`config.mk`:
```
export PLATFORM = sky130hd
export DESIGN_NAME = rx_parity_engine_flat
export DESIGN_NICKNAME = d
export VERILOG_FILES = /design/src/rtl/rx_par_pkg.sv /design/src/rtl/rx_parity_engine_if.sv /design/src/rtl/rx_parity_engine.sv /design/src/flat_wrapper.sv
export SDC_FILE = /design/constraint.sdc
export NUM_CORES = 1
export LEC_CHECK = 0
export BUFFER_PORTS_ARGS = -buffer_cell sky130_fd_sc_hd__buf_2
export CAP_MARGIN = 10
export CELL_PAD_IN_SITES_DETAIL_PLACEMENT = 0
export CELL_PAD_IN_SITES_GLOBAL_PLACEMENT = 2
export CORE_UTILIZATION = 38
export DETAILED_ROUTE_END_ITERATION = 16
export HOLD_SLACK_MARGIN = 0.03
export PLACE_DENSITY = 0.8
export SLEW_MARGIN = 20
export SYNTH_ARGS = -nofsm -noshare
export SYNTH_HDL_FRONTEND = slang
export SYNTH_SLANG_ARGS = --single-unit
```
`constraint.sdc`:
```
create_clock -name CLK -period 5.7 [get_ports CLK]
set_clock_uncertainty 0.15 [all_clocks]
set_input_delay 1.71 -clock CLK [delete_from_list [all_inputs] [get_ports CLK]]
set_output_delay 1.71 -clock CLK [all_outputs]
set_load 0.01 [all_outputs]
```
`src/rtl/rx_par_pkg.sv`:
```
// -----------------------------------------------------------------------------
// rx_par_pkg
// Shared definitions for the UART receive parity engine:
//   - PAR_MODE encodings (even / odd / mark / space)
//   - engine state enumeration
//   - exp_parity(): parity bit the frame must carry for a given mode and the
//     running XOR of its data bits
// -----------------------------------------------------------------------------
package rx_par_pkg;

    localparam logic [1:0] PAR_EVEN  = 2'b00;
    localparam logic [1:0] PAR_ODD   = 2'b01;
    localparam logic [1:0] PAR_MARK  = 2'b10;
    localparam logic [1:0] PAR_SPACE = 2'b11;

    typedef enum logic [1:0] {
        IDLE   = 2'd0,
        DATA   = 2'd1,
        PARITY = 2'd2
    } state_e;

    // acc is the XOR of all data bits received so far in the frame.
    function automatic logic exp_parity(input logic [1:0] mode, input logic acc);
        logic p;
        case (mode)
            PAR_EVEN:  p = acc;
            PAR_ODD:   p = ~acc;
            PAR_MARK:  p = 1'b1;
            default:   p = 1'b0;
        endcase
        return p;
    endfunction

endpackage

```
`src/rtl/rx_parity_engine_if.sv`:
```
// -----------------------------------------------------------------------------
// rx_parity_engine_if
// Bundle between the RX data sampler / RX FSM and the parity engine.
//   Configuration : PAR_EN, PAR_MODE (latched by the engine at frame_start)
//   Sample stream : frame_start, sample_valid, sampled_bit
//   Error control : err_clr
//   Results       : P_DATA, par_done, par_err, par_err_sticky, err_count
// modport slave  : the parity engine
// modport master : whatever drives frames into it and consumes the results
// -----------------------------------------------------------------------------
interface rx_parity_engine_if #(
    parameter int DATA_WIDTH    = 8,
    parameter int ERR_CNT_WIDTH = 8
);
    logic                     PAR_EN;
    logic [1:0]               PAR_MODE;
    logic                     frame_start;
    logic                     sample_valid;
    logic                     sampled_bit;
    logic                     err_clr;
    logic [DATA_WIDTH-1:0]    P_DATA;
    logic                     par_done;
    logic                     par_err;
    logic                     par_err_sticky;
    logic [ERR_CNT_WIDTH-1:0] err_count;

    modport slave (
        input  PAR_EN, PAR_MODE, frame_start, sample_valid, sampled_bit, err_clr,
        output P_DATA, par_done, par_err, par_err_sticky, err_count
    );

    modport master (
        output PAR_EN, PAR_MODE, frame_start, sample_valid, sampled_bit, err_clr,
        input  P_DATA, par_done, par_err, par_err_sticky, err_count
    );
endinterface

```
`src/rtl/rx_parity_engine.sv`:
```
// -----------------------------------------------------------------------------
// rx_parity_engine
// Serial parity engine for the UART receive path. Deserialises DATA_WIDTH
// data bits (LSB first), accumulates their parity bit by bit, checks the
// optional parity bit against even/odd/mark/space and reports the result.
//
// Ports
//   CLK  : receiver clock
//   RST  : asynchronous active-low reset
//   bus  : rx_parity_engine_if.slave
//            in : PAR_EN, PAR_MODE, frame_start, sample_valid, sampled_bit,
//                 err_clr
//            out: P_DATA (held until next completion), par_done (pulse),
//                 par_err (pulse with par_done), par_err_sticky,
//                 err_count (saturating)
// All outputs are registered.
// -----------------------------------------------------------------------------
module rx_parity_engine
    import rx_par_pkg::*;
#(
    parameter int DATA_WIDTH    = 8,
    parameter int ERR_CNT_WIDTH = 8
) (
    input  logic                CLK,
    input  logic                RST,
    rx_parity_engine_if.slave   bus
);

    localparam int IDX_W = $clog2(DATA_WIDTH);
    localparam logic [IDX_W-1:0] LAST_IDX = IDX_W'(DATA_WIDTH - 1);

    state_e                   state_q,  state_d;
    logic                     en_q,     en_d;
    logic [1:0]               mode_q,   mode_d;
    logic                     acc_q,    acc_d;
    logic [IDX_W-1:0]         idx_q,    idx_d;
    logic [DATA_WIDTH-1:0]    shift_q,  shift_d;
    logic [DATA_WIDTH-1:0]    data_q,   data_d;
    logic                     done_q,   done_d;
    logic                     err_q,    err_d;
    logic                     sticky_q, sticky_d;
    logic [ERR_CNT_WIDTH-1:0] cnt_q,    cnt_d;
    logic [ERR_CNT_WIDTH-1:0] cnt_base;

    always_ff @(posedge CLK or negedge RST) begin
        if (!RST) begin
            state_q  <= IDLE;
            en_q     <= 1'b0;
            mode_q   <= '0;
            acc_q    <= 1'b0;
            idx_q    <= '0;
            shift_q  <= '0;
            data_q   <= '0;
            done_q   <= 1'b0;
            err_q    <= 1'b0;
            sticky_q <= 1'b0;
            cnt_q    <= '0;
        end else begin
            state_q  <= state_d;
            en_q     <= en_d;
            mode_q   <= mode_d;
            acc_q    <= acc_d;
            idx_q    <= idx_d;
            shift_q  <= shift_d;
            data_q   <= data_d;
            done_q   <= done_d;
            err_q    <= err_d;
            sticky_q <= sticky_d;
            cnt_q    <= cnt_d;
        end
    end

    always_comb begin
        state_d  = state_q;
        en_d     = en_q;
        mode_d   = mode_q;
        acc_d    = acc_q;
        idx_d    = idx_q;
        shift_d  = shift_q;
        data_d   = data_q;
        done_d   = 1'b0;
        err_d    = 1'b0;
        cnt_base = '0;
        cnt_d    = '0;
        sticky_d = 1'b0;

        // frame_start wins in every state: it aborts any frame in flight
        // silently and drops a sample_valid arriving in the same cycle.
        if (bus.frame_start) begin
            state_d = DATA;
            en_d    = bus.PAR_EN;
            mode_d  = bus.PAR_MODE;
            acc_d   = 1'b0;
            idx_d   = '0;
        end else begin
            case (state_q)
                DATA: begin
                    if (bus.sample_valid) begin
                        acc_d          = acc_q ^ bus.sampled_bit;
                        shift_d[idx_q] = bus.sampled_bit;
                        idx_d          = idx_q + 1'b1;
                        if (idx_q == LAST_IDX) begin
                            if (en_q) begin
                                state_d = PARITY;
                            end else begin
                                // No parity bit: the frame completes on the
                                // last data bit, which must be in P_DATA.
                                state_d = IDLE;
                                done_d  = 1'b1;
                                data_d  = shift_d;
                            end
                        end
                    end
                end
                PARITY: begin
                    if (bus.sample_valid) begin
                        state_d = IDLE;
                        done_d  = 1'b1;
                        data_d  = shift_q;
                        err_d   = (bus.sampled_bit != exp_parity(mode_q, acc_q));
                    end
                end
                default: ;
            endcase
        end

        // Clear is applied before a coincident error, so clear+error leaves
        // the counter at one and the sticky flag set.
        cnt_base = bus.err_clr ? '0 : cnt_q;
        cnt_d    = cnt_base;
        if (err_d && !(&cnt_base)) begin
            cnt_d = cnt_base + 1'b1;
        end
        sticky_d = (sticky_q & ~bus.err_clr) | err_d;
    end

    assign bus.P_DATA         = data_q;
    assign bus.par_done       = done_q;
    assign bus.par_err        = err_q;
    assign bus.par_err_sticky = sticky_q;
    assign bus.err_count      = cnt_q;

endmodule

```
`src/flat_wrapper.sv`:
```
// flat-port wrapper written by rule: the top's interface ports become plain ports
module rx_parity_engine_flat import rx_par_pkg::*;
#(
    parameter int DATA_WIDTH    = 8,
    parameter int ERR_CNT_WIDTH = 8
)
  (CLK, RST, bus_PAR_EN, bus_PAR_MODE, bus_frame_start, bus_sample_valid, bus_sampled_bit, bus_err_clr, bus_P_DATA, bus_par_done, bus_par_err, bus_par_err_sticky, bus_err_count);
  rx_parity_engine_if #(.DATA_WIDTH(DATA_WIDTH), .ERR_CNT_WIDTH(ERR_CNT_WIDTH)) bus_i ();
  input  logic CLK;
  input  logic RST;
  input wire logic [$bits(bus_i.PAR_EN)-1:0] bus_PAR_EN;
  input wire logic [$bits(bus_i.PAR_MODE)-1:0] bus_PAR_MODE;
  input wire logic [$bits(bus_i.frame_start)-1:0] bus_frame_start;
  input wire logic [$bits(bus_i.sample_valid)-1:0] bus_sample_valid;
  input wire logic [$bits(bus_i.sampled_bit)-1:0] bus_sampled_bit;
  input wire logic [$bits(bus_i.err_clr)-1:0] bus_err_clr;
  output wire logic [$bits(bus_i.P_DATA)-1:0] bus_P_DATA;
  output wire logic [$bits(bus_i.par_done)-1:0] bus_par_done;
  output wire logic [$bits(bus_i.par_err)-1:0] bus_par_err;
  output wire logic [$bits(bus_i.par_err_sticky)-1:0] bus_par_err_sticky;
  output wire logic [$bits(bus_i.err_count)-1:0] bus_err_count;
  assign bus_i.PAR_EN = bus_PAR_EN;
  assign bus_i.PAR_MODE = bus_PAR_MODE;
  assign bus_i.frame_start = bus_frame_start;
  assign bus_i.sample_valid = bus_sample_valid;
  assign bus_i.sampled_bit = bus_sampled_bit;
  assign bus_i.err_clr = bus_err_clr;
  assign bus_P_DATA = bus_i.P_DATA;
  assign bus_par_done = bus_i.par_done;
  assign bus_par_err = bus_i.par_err;
  assign bus_par_err_sticky = bus_i.par_err_sticky;
  assign bus_err_count = bus_i.err_count;
  rx_parity_engine #(.DATA_WIDTH(DATA_WIDTH), .ERR_CNT_WIDTH(ERR_CNT_WIDTH)) u_core (.CLK(CLK), .RST(RST), .bus(bus_i));
endmodule
```
## Word level (Yosys, flattened, before mapping)

Cells that the tools add are included.

| storage, ports and cells | value |
|---|---|
| register bits | 36 |
| bits of input ports | 9 |
| output and inout port bits | 19 |
| word-level logic and storage cells | 82 |

| operators by class | value |
|---|---|
| add/sub/neg operators | 2 |
| $lt $le $gt $ge | 2 |
| equality and inequality tests | 13 |
| mux-type cells | 35 |
| bitwise gates (word level) | 6 |
| reduce and logical (&&, ||, !) cells | 13 |

Operator list:

| kind | count |
|---|---|
| $mux 8 | 6 |
| $pmux 8 s2 | 1 |
| $mux 1 | 15 |
| $mux 2 | 5 |
| $mux 3 | 3 |
| $add 8x1->8 const B | 1 |
| $bwmux 8 | 1 |
| $reduce_and 8->1 | 1 |
| $ne 2x2->1 const B | 3 |
| $ne 3x3->1 const B | 2 |
| $reduce_and 6->1 | 1 |
| $reduce_bool 2->1 | 3 |
| $eq 2x1->1 const B | 2 |
| $eq 2x2->1 const B | 2 |
| $lt 3x4->1 const B | 1 |
| $pmux 2 s2 | 1 |
| $reduce_and 4->1 | 1 |
| $add 3x1->3 const B | 1 |
| $demux 1 s3 | 1 |
| $eq 3x3->1 const B | 1 |
| $ge 3x1->1 const B | 1 |
| $ne 3x2->1 const B | 1 |
| $not 1->1 | 3 |
| $pmux 1 s3 | 1 |
| other kinds (12) | 13 |

## Depth between registers and ports, before layout

Gate-level depths: netlist of run 1.

| depth | value |
|---|---|
| depth after elaboration | 11 |
| mapped depth | 8 |
| gate-level depth less buffers | 6 |

## Worst setup path before layout of run 1

Ideal clock, no wire load.

| timing | value |
|---|---|
| path type | input port to flip-flop |
| start | input port bus_err_clr |
| end | register u_core.cnt_q[4] (netlist: u_core.bus.err_count[4]) |
| library setup time | 0.078 ns |
| data arrival time | 3.118 ns |
| data required time | 5.472 ns |
| slack | 2.354 ns |
| stages | 7 |
| path buffers | 1 |
| cells stage by stage | clkbuf_1 nor2b_1 ha_1 nand4b_1 o21ai_1 or4_1 a21oi_1 |

| on the way | value |
|---|---|
| longest elaborated chain between the ends | 5 |

Ends and longest elaborated chain:

| element | RTL line | source |
|---|---|---|
| start, declared | flat_wrapper.sv:16 | `input wire logic [$bits(bus_i.err_clr)-1:0] bus_err_clr;` |
| $mux 8 (*) | rx_parity_engine.sv:129 | `cnt_base = bus.err_clr ? '0 : cnt_q;` |
| branches (longest 3 deep; another with $add 8x1->8) | - |  |
| $mux 8 (*) | rx_parity_engine.sv:131 | `if (err_d && !(&cnt_base)) begin` |
| named net u_core.cnt_d[4] | rx_parity_engine.sv:42 | `logic [ERR_CNT_WIDTH-1:0] cnt_q, cnt_d;` |
| end signal, assigned | rx_parity_engine.sv:69 | `cnt_q <= cnt_d;` |
| end, declared | rx_parity_engine.sv:42 |  |

Mark *: on every way through the listed nets, which the timed path passes.
A chain may end at the register's enable or synchronous reset.

## Final worst setup path of run 1

| timing | value |
|---|---|
| start | input port bus_sampled_bit |
| end | register u_core.cnt_q[1] (netlist: u_core.bus.err_count[1]) |

| on the way | value |
|---|---|
| longest elaborated chain between the ends | 6 |

Ends and longest elaborated chain:

| element | RTL line | source |
|---|---|---|
| start, declared | flat_wrapper.sv:15 | `input wire logic [$bits(bus_i.sampled_bit)-1:0] bus_sampled_bit;` |
| $ne 1x1->1 | rx_parity_engine.sv:120 | `err_d = (bus.sampled_bit != exp_parity(mode_q, acc_q));` |
| $mux 1 | rx_parity_engine.sv:116 | `if (bus.sample_valid) begin` |
| $mux 1 | rx_parity_engine.sv:96 | `case (state_q)` |
| $mux 1 | rx_parity_engine.sv:89 | `if (bus.frame_start) begin` |
| $logic_and 1x1->1 | rx_parity_engine.sv:131 |  |
| $mux 8 | rx_parity_engine.sv:131 |  |
| named net u_core.cnt_d[1] | rx_parity_engine.sv:42 |  |

The timed path passes the listed nets, and every way through them passes these cells.

==> qor.yml, run 1 <==
outcome:
  status: "completed"
floorplanning:
  dieArea_um2: 5156
  start_util_pct: 39.47
  num_rows: 25
  die_h_um: 71.81
  design.core.area_um2: 4692
  ios: 28
  die_w_um: 71.81
setup_path:
  r2r_end: "u_core.bus.P_DATA[4]"
  startpoint_type: "primary input"
  cp_top_family: "XOR/XNOR gates"
  cp_num_buf_inv: 1
  cp-end-kind: "flop"
  regToRegStartpoint: "u_core.idx_q[0]"
  critPathMaxFanout: 18
  rrSetupSlack_ns: 3.54
  arrival_ns: 3.32
  criticalPathCategory: "in -> reg"
  r2r_cells: 6
  cp_cell_sequence: "buf_2, xnor2_2, xnor2_1, nor2_1, mux2_4"
  critical_path.max_stage_delay_ns: 0.66
  cpMaxStageDelayCell: "xnor2_1"
  cp.required_ns: 5.73
global_routing:
  antenna_found_initial: 0
  grt_pass1_vias: 1419
  grt_pass1_wl_mm: 6.492
  gr-total-overflow: 0
  grt.total_usage_pct: 16.48
  grt_max_degree: 37
cells_and_area:
  final_cell_mix: "36 x dfrtp_1, 27 x buf_2, 22 x nor2_1, 15 x a21oi_1, 11 x mux2_2"
  seq_area_um2: 900.9
  multi_input_area_um2: 870.8
  fillCellCount: 458
  num-nets-final: 218
  layout_commonest_cell: "dfrtp_1"
  finalNonFillerCells: 259
  drive_gt1_share_pct: 24.88
  n_antenna_cell: 0
  area_growth_pct: 14.46
  final_cell_area_um2: 2120
clocking:
  post_cts.repair.setup_buffers: 0
  clkSlewWorstSetupHoldPaths_ns: 0.07
  holdBufCountCts: 0
  clk_path_buf_depth: 2
  postCtsResizedCells: 0
  cts_root_buffer: "clkbuf_8"
  cts-buffers-inserted: 5
  cts_max_level: 2
  cts.sink_count: 36
  insertion_delay_ns: 0.29
  cts_tree: "yes"
timing:
  setup_violations: 0
  slew_headroom_pct: 46.09
  finalSetupTns_ns: 0
  hold_viol: 0
  worst_pin_slew_ns: 0.8029
  finalMaxSlewViolations: 0
  whs_ns: 0.3570
  min_period_over_period_pct: 57.78
  rsz0062_at_grt: "false"
  fmax_mhz: 303.7
  period_needed_ns: 3.293
detailed_routing:
  drtAntennaViolNets: 0
  viasPerCell: 5.386
  routed_wl_mm: 3.818
  drt_iter0_drc: 41
  drt_first_pass_iters: 4
  vias: 1395
  drcViolationCount: 0
  wl_per_cell_um: 14.74
logic_synthesis:
  postSynth.asyncResetShare_pct: 100.0
  syn_nets: 195
  syn-cell-area_um2: 1852
  synth_compound_area_share_pct: 8.446
  netlist_instances: 181
  muxShareOfSynthArea_pct: 12.43
  synthTopCellsByArea: "dfrtp_1 49%, mux2_2 6.7%, nor2_1 4.5%, mux2i_1 4.3%, a21oi_1 4.1%"
  synth_top_family_by_area: "simple AND/OR/NAND/NOR gates"
  synth_area_leader_cell: "dfrtp_1"
  ys_warn_count: 0
  synth_cell_types: 40
  synth_top_area_share_pct: 48.65
  ys_seq_area_share_pct: 48.65
  synth_edf_count: 0
  syn-mean-instance-area_um2: 10.23
  synthAdderAreaFrac_pct: 3.378
  synth-simple-area-share_pct: 19.53
  synthXorXnorAreaFrac_pct: 3.243
  synthFlopType: "dfrtp_1"
  synth-seq-cells: 36
flow_run:
  cap_violations: 0
placed_design:
  placedInstanceArea_um2: 1993
  portBuffers: 27
  gp_congestion: 0.7688
  dpl.hpwl_mm: 2.669
  place_inst: 251
power_and_ir_drop:
  p_leak_uw: 0.0009960
  power_density_nw_per_um2: 279.8
  vdd_ir_drop_max_v: 0.0001206
worst_hold_path:
  hold_path.startpoint: "u_core.shift_q[7]"
  hold_path_depth: 1
  holdCritPathClass: "reg -> reg"
  hold_end: "u_core.shift_q[7]"
-- worst reg2reg max path: cells and delay by family, from the launching register on --
kind / cells / cell delay (ns)
DFF: 1 / 0.57
adders and majority gates: 2 / 0.40
and+or+nand+nor: 2 / 0.22
AOI/OAI and AO/OA: 2 / 0.75
-- how the worst max path moves through the flow --
stage	from	end	cells after the start
finish	bus_sampled_bit	u_core.bus.err_count[1]	5
CTS	bus_sampled_bit	u_core.bus.err_count[1]	5
global placement	bus_sampled_bit	u_core.bus.err_count[1]	5
global route	bus_sampled_bit	u_core.bus.err_count[1]	5
detailed placement	bus_sampled_bit	u_core.bus.err_count[1]	5
floorplan	bus_err_clr	u_core.bus.err_count[4]	7
-- layout make-up --
| type | instances | share of cell area [%] |
|---|---|---|
| clock buffers | 7 | 4.545 |
| flip-flops and latches | 36 | 42.50 |
| clock inverters | 1 | 1.417 |
| multi-input cells | 129 | 41.09 |
| well taps | 54 | 3.188 |
| repair buffers | 27 | 6.375 |
| inverters | 5 | 0.8855 |
-- Yosys cell counts (all sizes together) (4+ instances only) --
master  number
buf          7
nand3        5
dfrtp       36
nand2       10
nand2b       6
clkbuf       4
ha           5
nor2        22
inv          5
mux2i        8
nor3         7
a21oi       16
or4          5
mux2        13
-- registers in the layout, indices dropped and copies added (netlist names) --
register                   count
u_core.acc_q                   1
u_core.bus.P_DATA              8
u_core.shift_q                 8
u_core.bus.err_count           8
u_core.bus.par_err             1
u_core.mode_q                  2
u_core.idx_q                   3
u_core.bus.par_err_sticky      1
u_core.state_q                 2
u_core.bus.par_done            1
u_core.en_q                    1
-- where the power goes --
part	switching (uW)	total, uW	internal (uW)	leakage [uW]
clock network	92.8	247	154	0.0000645
logic	35.5	62.0	26.5	0.000456
registers	12.3	284	272	0.000476
total	140	593	453	0.000996
-- stage by stage --
| step | util, % | setup WS (ns) | total power (uW) |
|---|---|---|---|
| after floorplan | - | 2.354 | 333.1 |
| after global placement | 42.48 | 2.131 | 349.3 |
| after detailed placement | 42.48 | 2.051 | 352.4 |
| after CTS | 45.17 | 2.370 | 601.9 |
| after global routing | 45.17 | 2.244 | 618.7 |
| final | 45.17 | 2.407 | 593.0 |
-- cells by family (layout without fill, tap and decap cells) --
family,count (synthesis),count (layout)
AND/OR/NAND/NOR,70,70
flip-flops,36,36
AO/OA/AOI/OAI,27,27
multiplexers,21,21
buffers and inverters,16,40
XOR/XNOR,6,6
adder cells (fa/ha/maj),5,5
-- metal layers --
| metal | track usage, % | up-vias | share of wire [%] |
|---|---|---|---|
| li1 | - | 679 | - |
| met2 | 26.62 | 27 | 49 |
| met3 | 4.079 | 11 | 3.6 |
| met4 | 8.715 | 0 | 3.1 |
| met1 | 20.36 | 678 | 44 |
| met5 | 0 | - | 0 |
No activity file was read; power rests on OpenSTA's default activity.
==> inputs of run 2 (changes only) <==
CORE_UTILIZATION = 35   (was 38)
PLACE_DENSITY = 0.74   (was 0.8)
clock period = 3.1 ns   (was 5.7 ns; I/O delays follow)
==> run 2 against run 1 <==
Against the previous run:
- first-iteration DRC count is 44% higher
- cell area down 1.0%
- global-route usage fell by 1.7 points
- sequential cell count did not move
- sequential power is 84% higher
- via count is 0.22% lower
- hold slack hardly changed
- wire length fell by 1.9%
- count of clock-buffer cells in the layout fell by 1
- worst setup slack worse by 1.8 ns
==> qor.yml, run 2 (synthesis gave the netlist of run 1 again) <==
detailed_routing:
  wl_per_cell_um: 13.63  # was 14.74 um
  drt_first_pass_iters: 4  # unchanged
  highest_layer: "met4"  # unchanged
  drcViolationCount: 0  # unchanged
  routed_wl_mm: 3.747  # was 3.818 mm
  wl_met1_mm: 1.616  # was 1.689 mm
  wl_met3_um: 129  # was 138 um
  drtAntennaViolNets: 0  # unchanged
  wl_met2_mm: 1.948  # was 1.872 mm
  drt_iter0_drc: 59  # was 41
  vias: 1392  # was 1395
  viasPerCell: 5.062  # was 5.386
floorplanning:
  die_h_um: 74.74  # was 71.81 um
  design.core.area_um2: 5107  # was 4692 um^2
  die_w_um: 74.74  # was 71.81 um
  num_rows: 26  # was 25
  ios: 28  # unchanged
  dieArea_um2: 5585  # was 5156 um^2
  start_util_pct: 36.26  # was 39.47%
setup_path:
  criticalPathCategory: "in -> reg"  # unchanged
  startpoint_type: "primary input"  # unchanged
  cp_top_family: "simple AND/OR/NAND/NOR gates"  # was XOR/XNOR gates
  cp-end-kind: "flop"  # unchanged
  cpMaxStageDelayCell: "o21ai_1"  # was xnor2_1
  critPathMaxFanout: 11  # was 18
  rrSetupSlack_ns: 0.98  # was 3.54 ns
  cp.required_ns: 3.12  # was 5.73 ns
  critical_path.max_stage_delay_ns: 0.35  # was 0.66 ns
  cp_cell_sequence: "buf_2, nor2b_1, ha_1, nand4b_1, o21ai_1, nor2_1, mux2_4"  # was buf_2, xnor2_2, xnor2_1, nor2_1, mux2_4
  arrival_ns: 2.48  # was 3.32 ns
  cp_num_buf_inv: 1  # unchanged
clocking:
  cts-buffers-inserted: 5  # unchanged
  cts_tree: "yes"  # unchanged
  insertion_delay_ns: 0.28  # was 0.29 ns
  cts.sink_count: 36  # unchanged
  clk_path_buf_depth: 2  # unchanged
  cts_root_buffer: "clkbuf_8"  # unchanged
  holdBufCountCts: 0  # unchanged
  postCtsResizedCells: 0  # unchanged
  clkSlewWorstSetupHoldPaths_ns: 0.07  # about the same
  cts_max_level: 2  # unchanged
  post_cts.repair.setup_buffers: 0  # unchanged
cells_and_area:
  num-nets-final: 219  # was 218
  drive_gt1_share_pct: 24.39  # was 24.88%
  final_util_pct: 41.08  # was 45.17%
  area_growth_pct: 13.31  # was 14.46%
  layout_commonest_cell: "dfrtp_1"  # unchanged
  final_cell_area_um2: 2098  # was 2120 um^2
  final_cell_mix: "36 x dfrtp_1, 27 x buf_2, 22 x nor2_1, 15 x a21oi_1, 11 x mux2_2"  # unchanged
  n_antenna_cell: 0  # unchanged
  fillCellCount: 522  # was 458
global_routing:
  grt_max_degree: 37  # unchanged
  grt_pass1_wl_mm: 6.134  # was 6.492 mm
  antenna_found_initial: 0  # unchanged
  grt.total_usage_pct: 14.80  # was 16.48%
  grt_pass1_vias: 1330  # was 1419
  gr-total-overflow: 0  # unchanged
worst_hold_path:
  holdCritPathClass: "reg -> reg"  # unchanged
placed_design:
  gp_congestion: 0.7651  # was 0.7688
  placedInstanceArea_um2: 2021  # was 1993 um^2
  portBuffers: 27  # unchanged
  dpl.hpwl_mm: 2.724  # was 2.669 mm
power_and_ir_drop:
  power_density_nw_per_um2: 452.7  # was 279.8 nW/um^2
  p_leak_uw: 0.0009774  # was 0.0009960 uW
  vdd_ir_drop_max_v: 0.0001617  # was 0.0001206 V
timing:
  worst_pin_slew_ns: 0.7952  # was 0.8029 ns
  rsz0062_at_grt: "false"  # unchanged
  fmax_mhz: 406.1
  setup_violations: 0  # unchanged
  min_period_over_period_pct: 79.44
  period_needed_ns: 2.462
  hold_viol: 0  # unchanged
  whs_ns: 0.3574  # was 0.3570 ns
  slew_headroom_pct: 46.99  # was 46.09%
  finalMaxSlewViolations: 0  # unchanged
  finalSetupTns_ns: 0  # unchanged
flow_run:
  cap_violations: 0  # unchanged
outcome:
  status: "completed"  # unchanged
==> run 2: cell types whose count changed in the layout (fill, tap and decap cells not counted), sizes merged <==
cell	change
clkbuf	-1
buf	+1
bufinv	-1
clkinv	+1
==> run 2: metal layers <==
metal,up-vias,global-route usage (%)
li1,678,-
met3,6,3.882
met5,-,0
met2,31,25.83
met4,0,5.660
met1,677,17.41
==> run 2: layout make-up <==
cell class | instances | area (um^2) | area share [%]
flip-flops and latches | 36 | 900.9 | 42.93
multi-input cells | 129 | 870.8 | 41.50
repair buffers | 28 | 142.6 | 6.798
well taps | 70 | 87.58 | 4.174
clock buffers | 6 | 72.57 | 3.459
inverters | 5 | 18.77 | 0.8945
clock inverters | 1 | 5.005 | 0.2385
==> run 2: path summary, 6_finish.rpt <==
kind,from,to,cells after the start
setup reg to reg,u_core.idx_q[0],u_core.bus.P_DATA[5],6
setup / recovery,bus_err_clr,u_core.bus.err_count[1],7
min in group asynchronous,RST,u_core.state_q[0],1
hold / removal,u_core.shift_q[5],u_core.shift_q[5],1
hold reg to reg,u_core.shift_q[5],u_core.shift_q[5],1
max in group asynchronous,RST,u_core.shift_q[0],1
==> run 2: power by group <==
part | leakage (uW) | internal [uW] | switching, uW
logic | 0.000461 | 52.9 | 63.8
clock network | 0.0000410 | 153 | 159
registers | 0.000476 | 500 | 22.2
==> run 2: worst reg2reg max path, stage by stage (launching register included) <==
cell and delay, ns:
dfrtp_1 0.56, ha_1 0.22, ha_1 0.18, nand3b_1 0.13, a21oi_2 0.58, nor2_1 0.11
a21oi_1 0.14
==> run 2: stage by stage <==
stage | std cells | setup slack [ns] | total power (uW)
3_5_place_dp | 268 | 0.3621 | 651.3
2_1_floorplan | 181 | 0.5340 | 612.4
3_3_place_gp | 268 | 0.4532 | 648.7
6_report | 275 | 0.6375 | 949.9
4_1_cts | 275 | 0.6633 | 967.8
5_1_grt | 275 | 0.5529 | 1002
==> inputs of run 3 (changes only) <==
ABC_AREA = 1   (was default)
CORE_UTILIZATION = 33   (was 35)
PLACE_DENSITY = 0.76   (was 0.74)
clock period = 2.4 ns   (was 3.1 ns; I/O delays follow)
==> run 3 against run 2 <==
Against the previous run:
- sequential share of layout area is 4.1 points lower
- combinational power is 74% higher
- synthesized cell count is 47% higher
- hold slack worse by 0.15 ns
- largest power group unchanged
- highest routed layer unchanged
==> qor.yml, run 3 <==
cells_and_area:
  drive_gt1_share_pct: 19.40  # was 24.39%
  layout_commonest_cell: "nand2_1"  # was dfrtp_1
  final_cell_mix: "109 x nand2_1, 36 x dfrtp_1, 30 x inv_1, 27 x buf_2, 24 x nand3_1"  # was 36 x dfrtp_1, 27 x buf_2, 22 x nor2_1, 15 x a21oi_1, 11 x mux2_2
  area_growth_pct: 15.28  # was 13.31%
  n_antenna_cell: 0  # unchanged
  num-nets-final: 312  # was 219
floorplanning:
  num_rows: 28  # was 26
  die_w_um: 80.13  # was 74.74 um
  design.core.area_um2: 5921  # was 5107 um^2
  dieArea_um2: 6421  # was 5585 um^2
  start_util_pct: 34.02  # was 36.26%
  die_h_um: 80.13  # was 74.74 um
  ios: 28  # unchanged
timing:
  period_needed_ns: 1.874
  whs_ns: 0.2060  # was 0.3574 ns
  slew_headroom_pct: 72.83  # was 46.99%
  worst_pin_slew_ns: 0.4076  # was 0.7952 ns
  fmax_mhz: 533.6
  min_period_over_period_pct: 78.08
  finalSetupTns_ns: 0  # unchanged
  finalMaxSlewViolations: 0  # unchanged
  setup_violations: 0  # unchanged
  hold_viol: 0  # unchanged
  rsz0062_at_grt: "false"  # unchanged
logic_synthesis:
  ys_warn_count: 0  # unchanged
  netlist_instances: 266  # was 181
  synthTopCellsByCount: "109 x nand2_1, 36 x dfrtp_1, 30 x inv_1"  # was 36 x dfrtp_1, 22 x nor2_1, 15 x a21oi_1
  synth_most_common_cell: "nand2_1"  # was dfrtp_1
  syn_nets: 280  # was 195
  syn-cell-area_um2: 2014  # was 1852 um^2
  postSynth.asyncResetShare_pct: 100.0  # unchanged
  synthFlopType: "dfrtp_1"  # unchanged
  syn-mean-instance-area_um2: 7.573  # was 10.23 um^2
  ys_seq_area_share_pct: 44.72  # was 48.65%
  synth_area_leader_cell: "dfrtp_1"  # unchanged
  synth_edf_count: 0  # unchanged
  synth_top_area_share_pct: 44.72  # was 48.65%
  synthTopCellsByArea: "dfrtp_1 45%, nand2_1 20%, nand3_1 6.0%, inv_1 5.6%, ha_1 3.1%"  # was dfrtp_1 49%, mux2_2 6.7%, nor2_1 4.5%, mux2i_1 4.3%, a21oi_1 4.1%
  synth_cell_types: 29  # was 40
  synth-seq-cells: 36  # unchanged
setup_path:
  arrival_ns: 1.91  # was 2.48 ns
  criticalPathCategory: "in -> reg"  # unchanged
  critPathMaxFanout: 8  # was 11
  cp-end-kind: "flop"  # unchanged
  cp.required_ns: 2.43  # was 3.12 ns
  startpoint_type: "primary input"  # unchanged
clocking:
  cts_root_buffer: "clkbuf_8"  # unchanged
  cts_max_level: 2  # unchanged
  cts.sink_count: 36  # unchanged
  post_cts.repair.setup_buffers: 0  # unchanged
  cts-buffers-inserted: 5  # unchanged
  clk_path_buf_depth: 2  # unchanged
  insertion_delay_ns: 0.29  # was 0.28 ns
  postCtsResizedCells: 0  # unchanged
  cts_tree: "yes"  # unchanged
  clkSlewWorstSetupHoldPaths_ns: 0.07  # about the same
  holdBufCountCts: 0  # unchanged
detailed_routing:
  drt_iter0_drc: 70  # was 59
  wl_met2_mm: 1.945  # was 1.948 mm
  drtAntennaViolNets: 0  # unchanged
  drt_first_pass_iters: 4  # unchanged
  wl_met3_um: 154  # was 129 um
  drcViolationCount: 0  # unchanged
  highest_layer: "met4"  # unchanged
  viasPerCell: 4.572  # was 5.062
  wl_met1_mm: 2.371  # was 1.616 mm
  vias: 1710  # was 1392
  wl_per_cell_um: 12.10  # was 13.63 um
  routed_wl_mm: 4.524  # was 3.747 mm
worst_hold_path:
  holdCritPathClass: "in -> async"  # was reg -> reg
placed_design:
  dpl.hpwl_mm: 3.357  # was 2.724 mm
  gp_congestion: 0.7284  # was 0.7651
  portBuffers: 27  # unchanged
global_routing:
  gr-total-overflow: 0  # unchanged
  grt_pass1_wl_mm: 7.990  # was 6.134 mm
  grt_max_degree: 22  # was 37
  antenna_found_initial: 0  # unchanged
  grt.total_usage_pct: 16.65  # was 14.80%
  grt_pass1_vias: 1675  # was 1330
power_and_ir_drop:
  vdd_ir_drop_max_v: 0.0002620  # was 0.0001617 V
  total_power_uw: 1341  # was 949.9 uW
  p_leak_uw: 0.001330  # was 0.0009774 uW
  power_density_nw_per_um2: 577.3  # was 452.7 nW/um^2
flow_run:
  cap_violations: 0  # unchanged
outcome:
  status: "completed"  # unchanged
## run 3: cell count changes in the layout (fill, tap and decap cells not counted), moves of 11 or more
cell	before	now
nand3_1	5	24
mux2_2	11	0
nor2_1	22	9
a21oi_1	15	2
nand2_1	10	109
inv_1	5	30
## run 3: cell type report
type / instances / area, um^2
inverters: 34 / 131.4
repair buffers: 30 / 170.2
flip-flops and latches: 36 / 900.9
multi-input cells: 191 / 935.9
fillers: 642 / 3598
well taps: 75 / 93.84
clock buffers: 8 / 90.09
## run 3: worst max-delay path, cell delays in order
cell     delay (ns)
buf_2          0.11
inv_2          0.05
nand2_1        0.08
inv_1          0.09
ha_1           0.18
nand2_1        0.09
nor2_4         0.15
nand2_1        0.09
nor2_2         0.14
nor2_4         0.09
nand2_1        0.07
nand2_1        0.05
## run 3: cell families (layout without fill, tap and decap cells)
logic type / Yosys count / in the layout / share of synthesized area (%)
and+or+nand+nor: 156 / 156 / 33.54
buffers and inverters: 39 / 72 / 8.820
DFF: 36 / 36 / 44.72
AOI/OAI and AO/OA: 27 / 27 / 8.509
adders and majority gates: 5 / 5 / 3.106
xor gates and xnor gates: 3 / 3 / 1.305
## run 3: power breakdown
part	switching, uW	total, uW	internal [uW]
combinational	130	203	73.7
sequential	33.9	690	656
clock	213	447	234
## run 3: path summary, 6_finish.rpt
kind,startpoint,endpoint,slack [ns],depth (start not counted)
min,RST,u_core.shift_q[3],0.21,1
max,bus_err_clr,u_core.bus.err_count[2],0.53,12
max reg2reg,u_core.idx_q[0],u_core.bus.P_DATA[1],0.65,8
min reg2reg,u_core.bus.P_DATA[5],u_core.bus.P_DATA[5],0.33,2
min in group CLK,u_core.bus.P_DATA[5],u_core.bus.P_DATA[5],0.33,2
max in group asynchronous,RST,u_core.bus.err_count[0],1.45,2
## run 3: through the flow
| step | instance area (um^2) | setup WS, ns | std cells | util (%) |
|---|---|---|---|---|
| finish | 2322 | 0.5260 | 374 | 39.22 |
| global route | 2322 | 0.4047 | 374 | 39.22 |
| CTS | 2322 | 0.5294 | 374 | 39.22 |
| detailed placement | 2232 | 0.2243 | 366 | 37.70 |
| global placement | 2232 | 0.2538 | 366 | 37.70 |
| floorplan | 2014 | 0.3787 | 266 | - |
## run 3: layer usage
layer  up-vias  global-route usage (%)
li1        896                       -
met1       774                   23.00
met2        34                   24.96
met3         6                   4.432
met4         0                   5.714
met5         -                       0
